--- config.mk ---
export PLATFORM = sky130hd
export DESIGN_NAME = cmp_mask_pack
export DESIGN_NICKNAME = d
export VERILOG_FILES = /design/src/rtl/cmp_mask_pack.sv
export SDC_FILE = /design/constraint.sdc
export NUM_CORES = 1
export LEC_CHECK = 0
export BUFFER_PORTS_ARGS = -buffer_cell sky130_fd_sc_hd__buf_2
export CAP_MARGIN = 20
export CORE_MARGIN = 5
export CORE_UTILIZATION = 46
export CTS_BUF_LIST = sky130_fd_sc_hd__clkbuf_16
export DETAILED_ROUTE_END_ITERATION = 8
export GPL_ROUTABILITY_DRIVEN = 0
export PLACE_DENSITY_LB_ADDON = 0.08
export SLEW_MARGIN = 20
export SYNTH_ARGS = -nofsm -noshare
export SYNTH_HDL_FRONTEND = slang
export SYNTH_SLANG_ARGS = --single-unit
export TNS_END_PERCENT = 20
--- constraint.sdc ---
create_clock -name module_clk_i -period 3.2 [get_ports module_clk_i]
set_input_delay 0 -clock module_clk_i [delete_from_list [all_inputs] [get_ports module_clk_i]]
set_output_delay 0 -clock module_clk_i [all_outputs]
set_load 0.01 [all_outputs]
--- src/rtl/cmp_mask_pack.sv ---
// Packs one compare bit per cycle into MASK_WIDTH-bit mask words; one bubble per word (EMIT cycle), done_o one cycle after the final word handshake.
// Elements stall (elem_ready_o=0) while a word waits on word_ready_i; define CMP_MASK_UNDISTURBED_EN for mask/tail-undisturbed fill from old_mask_i.
module cmp_mask_pack #(
  parameter int DATA_WIDTH = 32,
  parameter int MASK_WIDTH = 32,
  parameter int VL_WIDTH   = 10
) (
  input  logic                  module_clk_i,
  input  logic                  rst_ni,
  input  logic                  start_i,
  input  logic [VL_WIDTH-1:0]   vl_i,
  input  logic                  elem_valid_i,
  output logic                  elem_ready_o,
  input  logic [DATA_WIDTH-1:0] cmp_result_i,
  input  logic                  elem_active_i,
  input  logic [MASK_WIDTH-1:0] old_mask_i,
  output logic                  word_valid_o,
  input  logic                  word_ready_i,
  output logic [MASK_WIDTH-1:0] word_data_o,
  output logic [VL_WIDTH-1:0]   word_idx_o,
  output logic                  busy_o,
  output logic                  done_o
);

  localparam int IW = $clog2(MASK_WIDTH);
  localparam int CW = IW + 1;

  typedef enum logic [1:0] {S_IDLE, S_PACK, S_EMIT, S_DONE} state_t;

  state_t                state_q, state_d;
  logic [VL_WIDTH-1:0]   vl_q, elem_cnt_q, word_idx_q;
  logic [VL_WIDTH-1:0]   elem_cnt_inc;
  logic [CW-1:0]         bit_cnt_q, bit_cnt_inc;
  logic [IW-1:0]         bit_idx;
  logic [MASK_WIDTH-1:0] pack_q;
  logic                  all_done;
  logic                  fill_bit;
  logic                  new_bit;

  assign elem_cnt_inc = elem_cnt_q + VL_WIDTH'(1);
  assign bit_cnt_inc  = bit_cnt_q + CW'(1);
  assign bit_idx      = bit_cnt_q[IW-1:0];
  assign all_done     = (elem_cnt_q == vl_q);

`ifdef CMP_MASK_UNDISTURBED_EN
  // Undisturbed: clear to 0 and let old_mask_i supply inactive and tail bits.
  localparam logic [MASK_WIDTH-1:0] CLEAR_VAL = '0;
  assign fill_bit = old_mask_i[bit_idx];

  always_comb begin
    word_data_o = pack_q;
    if (state_q == S_EMIT) begin
      for (int i = 0; i < MASK_WIDTH; i++) begin
        if (CW'(i) >= bit_cnt_q) word_data_o[i] = old_mask_i[i];
      end
    end
  end

  logic unused_in;
  assign unused_in = ^cmp_result_i[DATA_WIDTH-1:1];
`else
  // Agnostic: clearing to all-ones makes unwritten tail bits come out as 1.
  localparam logic [MASK_WIDTH-1:0] CLEAR_VAL = '1;
  assign fill_bit    = 1'b1;
  assign word_data_o = pack_q;

  logic unused_in;
  assign unused_in = ^{cmp_result_i[DATA_WIDTH-1:1], old_mask_i};
`endif

  assign new_bit    = elem_active_i ? cmp_result_i[0] : fill_bit;
  assign word_idx_o = word_idx_q;

  always_ff @(posedge module_clk_i or negedge rst_ni) begin
    if (!rst_ni) state_q <= S_IDLE;
    else         state_q <= state_d;
  end

  always_comb begin
    state_d = state_q;
    case (state_q)
      S_IDLE: begin
        if (start_i) state_d = (vl_i == '0) ? S_DONE : S_PACK;
      end
      S_PACK: begin
        if (elem_valid_i && ((bit_cnt_inc == CW'(MASK_WIDTH)) || (elem_cnt_inc == vl_q)))
          state_d = S_EMIT;
      end
      S_EMIT: begin
        if (word_ready_i) state_d = all_done ? S_DONE : S_PACK;
      end
      S_DONE:  state_d = S_IDLE;
      default: state_d = S_IDLE;
    endcase
  end

  always_comb begin
    elem_ready_o = (state_q == S_PACK);
    word_valid_o = (state_q == S_EMIT);
    busy_o       = (state_q != S_IDLE);
    done_o       = (state_q == S_DONE);
  end

  always_ff @(posedge module_clk_i or negedge rst_ni) begin
    if (!rst_ni) begin
      vl_q       <= '0;
      elem_cnt_q <= '0;
      word_idx_q <= '0;
      bit_cnt_q  <= '0;
      pack_q     <= '0;
    end else begin
      case (state_q)
        S_IDLE: begin
          if (start_i) begin
            vl_q       <= vl_i;
            elem_cnt_q <= '0;
            word_idx_q <= '0;
            bit_cnt_q  <= '0;
            pack_q     <= CLEAR_VAL;
          end
        end
        S_PACK: begin
          if (elem_valid_i) begin
            pack_q[bit_idx] <= new_bit;
            bit_cnt_q       <= bit_cnt_inc;
            elem_cnt_q      <= elem_cnt_inc;
          end
        end
        S_EMIT: begin
          if (word_ready_i && !all_done) begin
            pack_q     <= CLEAR_VAL;
            bit_cnt_q  <= '0;
            word_idx_q <= word_idx_q + VL_WIDTH'(1);
          end
        end
        default: ;
      endcase
    end
  end

endmodule

==> metrics.yaml, run 1 <==
status: "completed"
drtAntennaViolNets: 0
grt_antenna_before_repair: 0
layout_min_cycle_time_ns: 2.672
n_antenna_cell: 0
grt_setup_unrepaired: "no"
skew_ns: 0.006969
drive_above_1_share_pct: 19.00
async_flop_share_pct: 100.0
cts_tree: "built"
drtPass1Iterations: 4
coreArea_um2: 8258
place_ws_ns: 0.5860
synth_area_um2: 3929
path_class: "register to register"
wl_per_cell_um: 16.55
maxSlewViolCount: 0
row_count: 33
switching_power_mw: 1.264
hold_viol: 0
fin_util_pct: 57.89
setup_viol: 0
leakagePower_nw: 1.881
setup_tns_ns: 0
p_clk_share_pct: 33.8
slew_headroom_pct: 38.02
power.density_nw_per_um2: 752.4
nNetsFinal: 582
period_share_pct: 83.48
synthCells: 431
die_area_um2: 10490
cp.required_ns: 3.39
grt_usage_pct: 20.29
fp.dieH_um: 102.4
syn_nets: 518
worst_pin_slew_ns: 0.9298
critPathMaxFanout: 34
ys_seq_area_share_pct: 44.59
synth_edf_count: 0
area_delta_synth_final_pct: 21.69
yosys.cell_types.count: 51
fmax_ghz: 0.3743
totalWireLength_mm: 10.02
grt_overflow_total: 0
grt_pass1_vias: 3337
pin_count: 126
vdd_drop_max_v: 0.0003227
crit_arrival_ns: 2.86
synth_top_area_share_pct: 44.59
p_comb_share_pct: 30.3
cts_max_level: 3
ys.flop_type: "dfrtp_1"
area.sequential_um2: 1752
seq_power_share_pct: 35.9
setup_slack_ns: 0.5285
cts_buffers: 9
vias_per_cell: 5.658
die_width_um: 102.4
cts_root_buffer: "clkbuf_16"
clkLatencyLatePin_ns: 0.33
synth.yosys.warnings: 0
dp_hpwl_mm: 6.866
synth.most_common_cell: "nand2_1"
clock_sinks: 70
grt_max_degree: 41
multi_input_area_um2: 2026
grt_pass1_wl_mm: 16.57
swShare_pct: 35.13
critPathCaptureType: "register"
synth_top_area_cell: "dfrtp_1"
synthTopCellsByCount: "83 x nand2_1, 70 x dfrtp_1, 26 x mux2i_1, 20 x nor3_1, 19 x nor2_1"
drt_iter0_drc: 208
fin_area_um2: 4781
hold_ws_ns: 0.1046
initial_utilization_pct: 47.58
start_kind: "register"
clk_pin_slew_worst_paths_ns: 0.06
synth_area_leaders: "dfrtp_1 45%, nand2_1 7.9%, mux2i_1 6.6%, xnor2_1 2.9%, nor3_1 2.5%"
dpl_cell_area_um2: 4309
maxCapViolations: 0
nFillCells: 746
numPortBuffers: 62
vias: 3423
ys_ff_latch: 70
internal-power_mw: 2.334
avgSynthCellArea_um2: 9.115
remaining_drc_errors: 0
clock_path_buffers: 2
min-delay-path-class: "input port to register"
[worst max-delay path, stage by stage (launching register included)]
cell	delay, ns
dfrtp_1	0.47
xnor2_1	0.41
nand4_1	0.21
or4_1	0.66
nand3_1	0.24
buf_4	0.36
o311ai_1	0.17
[repair_timing]
item	in CTS	in global routing
hold buffers	11	0
resized for setup	0	0
setup buffers	0	0
hold endpoints to repair	48	0
[logic make-up (layout without fill, tap and decap cells)]
logic type / Yosys count / after routing / synth area share (%)
adder cells (fa/ha/maj): 7 / 7 / 2.229
XOR/XNOR: 20 / 20 / 4.650
buffers and inverters: 36 / 105 / 4.012
AO/OA/AOI/OAI: 64 / 64 / 10.99
AND/OR/NAND/NOR: 208 / 208 / 26.91
flip-flops: 70 / 70 / 44.59
multiplexers: 26 / 26 / 6.624
[cell type report]
| cell class | instances | area share [%] |
|---|---|---|
| multi-input combinational | 325 | 42.37 |
| clock buffer | 9 | 4.711 |
| tap | 105 | 2.748 |
| clock inverter | 7 | 2.853 |
| timing repair buffer | 81 | 10.05 |
| sequential | 70 | 36.64 |
| inverter | 8 | 0.6281 |
[power groups by stage]
stage / registers, mW / clock network [mW] / logic, mW
after CTS: 1.29 / 1.23 / 1.10
after global routing: 1.32 / 1.28 / 1.22
final: 1.29 / 1.21 / 1.09
after floorplan: 1.23 / 0 / 0.806
after detailed placement: 1.30 / 0 / 1.07
after global placement: 1.29 / 0 / 1.05
[layer usage]
| layer | wire, um | vias to the layer above | track usage, % |
|---|---|---|---|
| li1 | - | 1663 | - |
| met1 | 4723 | 1669 | 28.05 |
| met2 | 4757 | 82 | 32.03 |
| met3 | 435 | 9 | 4.710 |
| met4 | 98 | 0 | 5.752 |
| met5 | 0 | - | 0 |
[stage by stage]
stage / cells / power [mW]
after floorplan: 431 / 2.040
after global routing: 605 / 3.815
after CTS: 605 / 3.623
after detailed placement: 578 / 2.377
final: 605 / 3.597
after global placement: 578 / 2.334
[cells in the final DEF, fill, tap and decap left out, types with 6 or more instances in the layout]
cell type      instances
inv_1                  8
o31ai_1               13
o21ai_1                6
nand4_1                7
nand2_1               83
buf_4                  8
ha_1                   7
a21oi_1                6
or4_1                  9
xnor2_1               13
nand3_1               17
nor4_1                14
nor3_1                20
nor2_1                19
dlygate4sd3_1         11
clkbuf_16              9
nand3b_1               6
dfrtp_1               70
nand2b_1               7
mux2i_1               26
buf_2                 62
o21ai_0               14
xor2_1                 6
[path summary, 6_finish.rpt]
kind	start	end	slack [ns]	cells past startpoint
setup / recovery	elem_cnt_q[7]	word_data_o[27]	0.53	6
hold / removal	start_i	elem_cnt_q[2]	0.10	4
hold reg to reg	word_data_o[9]	word_data_o[9]	0.49	2
max in group asynchronous	rst_ni	word_data_o[17]	2.04	3
setup reg to reg	elem_cnt_q[7]	word_data_o[27]	0.53	6
min in group asynchronous	rst_ni	word_idx_o[7]	0.36	2
[registers in the layout, indices dropped and copies added, names as in the netlist]
signal,count
word_data_o,32
vl_q,10
bit_cnt_q,6
elem_cnt_q,10
state_q,2
word_idx_o,10
Power figures use the tool's default switching activity.
==> inputs of run 2 (changes only) <==
==> constraint.sdc (replaced) <==
create_clock -name module_clk_i -period 2.7 [get_ports module_clk_i]
set_input_delay 0 -clock module_clk_i [delete_from_list [all_inputs] [get_ports module_clk_i]]
set_output_delay 0 -clock module_clk_i [all_outputs]
set_load 0.01 [all_outputs]
==> run 2 against run 1 <==
Effect of this change:
- sequential share of layout area rose by 0.37 points
- clock power shrank 7%
- sequential power increased by 19%
- global-route usage shrank 0.65 points
- critical path depth unchanged
- wire length down 4.4%
- die area unchanged
- maximum frequency rose by 9.8%
- power rose by 10%
- largest cell class unchanged
- highest routed layer unchanged
==> metrics.yaml, run 2 (synthesis results as in run 1) <==
nNetsFinal: 583  # +0.17%
layout_min_cycle_time_ns: 2.433  # -0.2382 ns
path_class: "register to register"
setup.worst_path.start: "vl_q[7]"
clock_sinks: 70  # unchanged
grt_overflow_total: 0  # unchanged
swShare_pct: 37.09  # +2.0 points
grt_pass1_wl_mm: 16.08  # -3.0%
grt_usage_pct: 19.64  # -0.65 points
cts_tree: "built"
worst_pin_slew_ns: 0.8762  # -0.05356 ns
dp_hpwl_mm: 6.776  # -1.3%
skew_ns: 0.005151  # -0.001819 ns
wl_per_cell_um: 15.80  # -4.5%
drtPass1Iterations: 4  # unchanged
area_delta_synth_final_pct: 20.48
post_cts_buffers: 0  # unchanged
status: "completed"
cts_root_buffer: "clkbuf_16"
fmax_ghz: 0.4110  # +9.8%
min_delay_path_depth: 4  # unchanged
min-delay-path-class: "input port to register"
start_kind: "register"
timing.rr.start: "vl_q[7]"
vdd_drop_max_v: 0.0005200  # +61%
largest_reg_flops: 32  # unchanged
vias: 3367  # -1.6%
hold_ws_ns: 0.1150  # +0.01041 ns
critPathMaxFanout: 34  # unchanged
crit_arrival_ns: 2.62  # -0.24 ns
die_width_um: 102.4  # unchanged
n_antenna_cell: 0  # unchanged
cp_slowest_cell: "or4_1"
power.density_nw_per_um2: 837.3  # +11%
rrSetupSlack_ns: 0.27  # -0.26 ns
critPathCaptureType: "register"
fp.dieH_um: 102.4  # unchanged
remaining_drc_errors: 0  # unchanged
multi_input_area_um2: 2026  # unchanged
maxSlewViolCount: 0  # unchanged
drt_iter0_drc: 182  # -13%
worst-path-buf-inv: 1  # unchanged
cts_resized: 0  # unchanged
layout_common_cells: "83 x nand2_1, 70 x dfrtp_1, 62 x buf_2"
period_share_pct: 90.12  # +6.6 points
internal-power_mw: 2.493  # +6.8%
maxCapViolations: 0  # unchanged
p_comb_share_pct: 33.0  # +2.7 points
slew_headroom_pct: 41.59  # +3.6 points
p_clk_share_pct: 28.4  # -5.4 points
numPortBuffers: 62  # unchanged
grt_antenna_before_repair: 0  # unchanged
grt_setup_unrepaired: "no"
switching_power_mw: 1.470  # +16%
min_to: "elem_cnt_q[2]"
nFillCells: 779  # +4.4%
setup_tns_ns: 0  # unchanged
row_count: 33  # unchanged
vias_per_cell: 5.556  # -1.8%
hold_viol: 0  # unchanged
coreArea_um2: 8258  # unchanged
seq_power_share_pct: 38.6  # +2.7 points
cts_max_level: 3  # unchanged
leakagePower_nw: 1.867  # -0.72%
clkLatencyLatePin_ns: 0.33  # about the same
drive_above_1_share_pct: 18.96  # -0.038 points
place_ws_ns: 0.2792  # -0.3068 ns
setup_viol: 0  # unchanged
pin_count: 126  # unchanged
r2r_cells: 6  # unchanged
clock_path_buffers: 2  # unchanged
final_cells: 606  # +0.17%
min_from: "start_i"
setup_slack_ns: 0.2667  # -0.2618 ns
holdBufCountCts: 11  # unchanged
grt_pass1_vias: 3298  # -1.2%
cp.required_ns: 2.89  # -0.50 ns
cts_buffers: 9  # unchanged
crit_chain: "xnor2_1, nand4_1, or4_1, nand3_1, buf_12, o311ai_1"
clk_pin_slew_worst_paths_ns: 0.05  # about the same
area.sequential_um2: 1752  # unchanged
drtAntennaViolNets: 0  # unchanged
initial_utilization_pct: 47.58  # unchanged
critPathMaxStageDelay_ns: 0.64  # -0.02 ns
die_area_um2: 10490  # unchanged
grt_max_degree: 41  # unchanged
place_inst: 579  # +0.17%
final_common_cell: "nand2_1"
cp_top_family: "simple AND/OR/NAND/NOR gates"
totalWireLength_mm: 9.577  # -4.4%
r2r-end: "word_data_o[11]"
run 2: cell count changes in the layout (fill, tap and decap cells not counted), sizes merged:
cell / before / now
clkinv: 3 / 5
buf: 70 / 71
inv: 8 / 9
bufinv: 4 / 1
run 2: stage by stage:
step | instance area (um2) | total power, mW | util (%)
floorplan | 3929 | 2.418 | -
global placement | 4342 | 2.807 | 52.58
detailed placement | 4342 | 2.841 | 52.58
CTS | 4733 | 4.000 | 57.32
global route | 4733 | 4.235 | 57.32
finish | 4733 | 3.963 | 57.32
run 2: tightest hold or removal path, cell delays in order:
cell and delay (ns):
buf_2 0.13, nor2_1 0.06, o21ai_0 0.15, nand2_1 0.06
run 2: worst max-delay path by stage:
stage | endpoint | slack, ns | depth (start not counted)
finish | word_data_o[11] | 0.27 | 6
global route | word_data_o[3] | 0.06 | 6
CTS | word_data_o[11] | 0.28 | 6
detailed placement | word_data_o[11] | 0.28 | 6
global placement | word_data_o[3] | 0.30 | 6
floorplan | word_data_o[27] | 0.61 | 7
run 2: power by group through the flow:
stage	sequential [mW]	clock [mW]	combinational, mW
after floorplan	1.46	0	0.955
after global routing	1.57	1.20	1.47
after global placement	1.53	0	1.27
final	1.53	1.13	1.31
after detailed placement	1.54	0	1.30
after CTS	1.53	1.15	1.32
run 2: per-layer routing:
metal	share of wire, %	up-vias	GRT usage [%]
met5	0	-	0
met2	47	92	31.03
met3	5.4	17	4.710
li1	-	1662	-
met1	46	1596	26.30
met4	1.8	0	7.164
run 2: cell type report:
cell class                 instances  area share [%]
tap                              105           2.776
sequential                        70           37.01
clock buffer                       9           4.758
timing repair buffer              82           10.84
clock inverter                     7           1.190
inverter                           8          0.6344
multi-input combinational        325           42.80
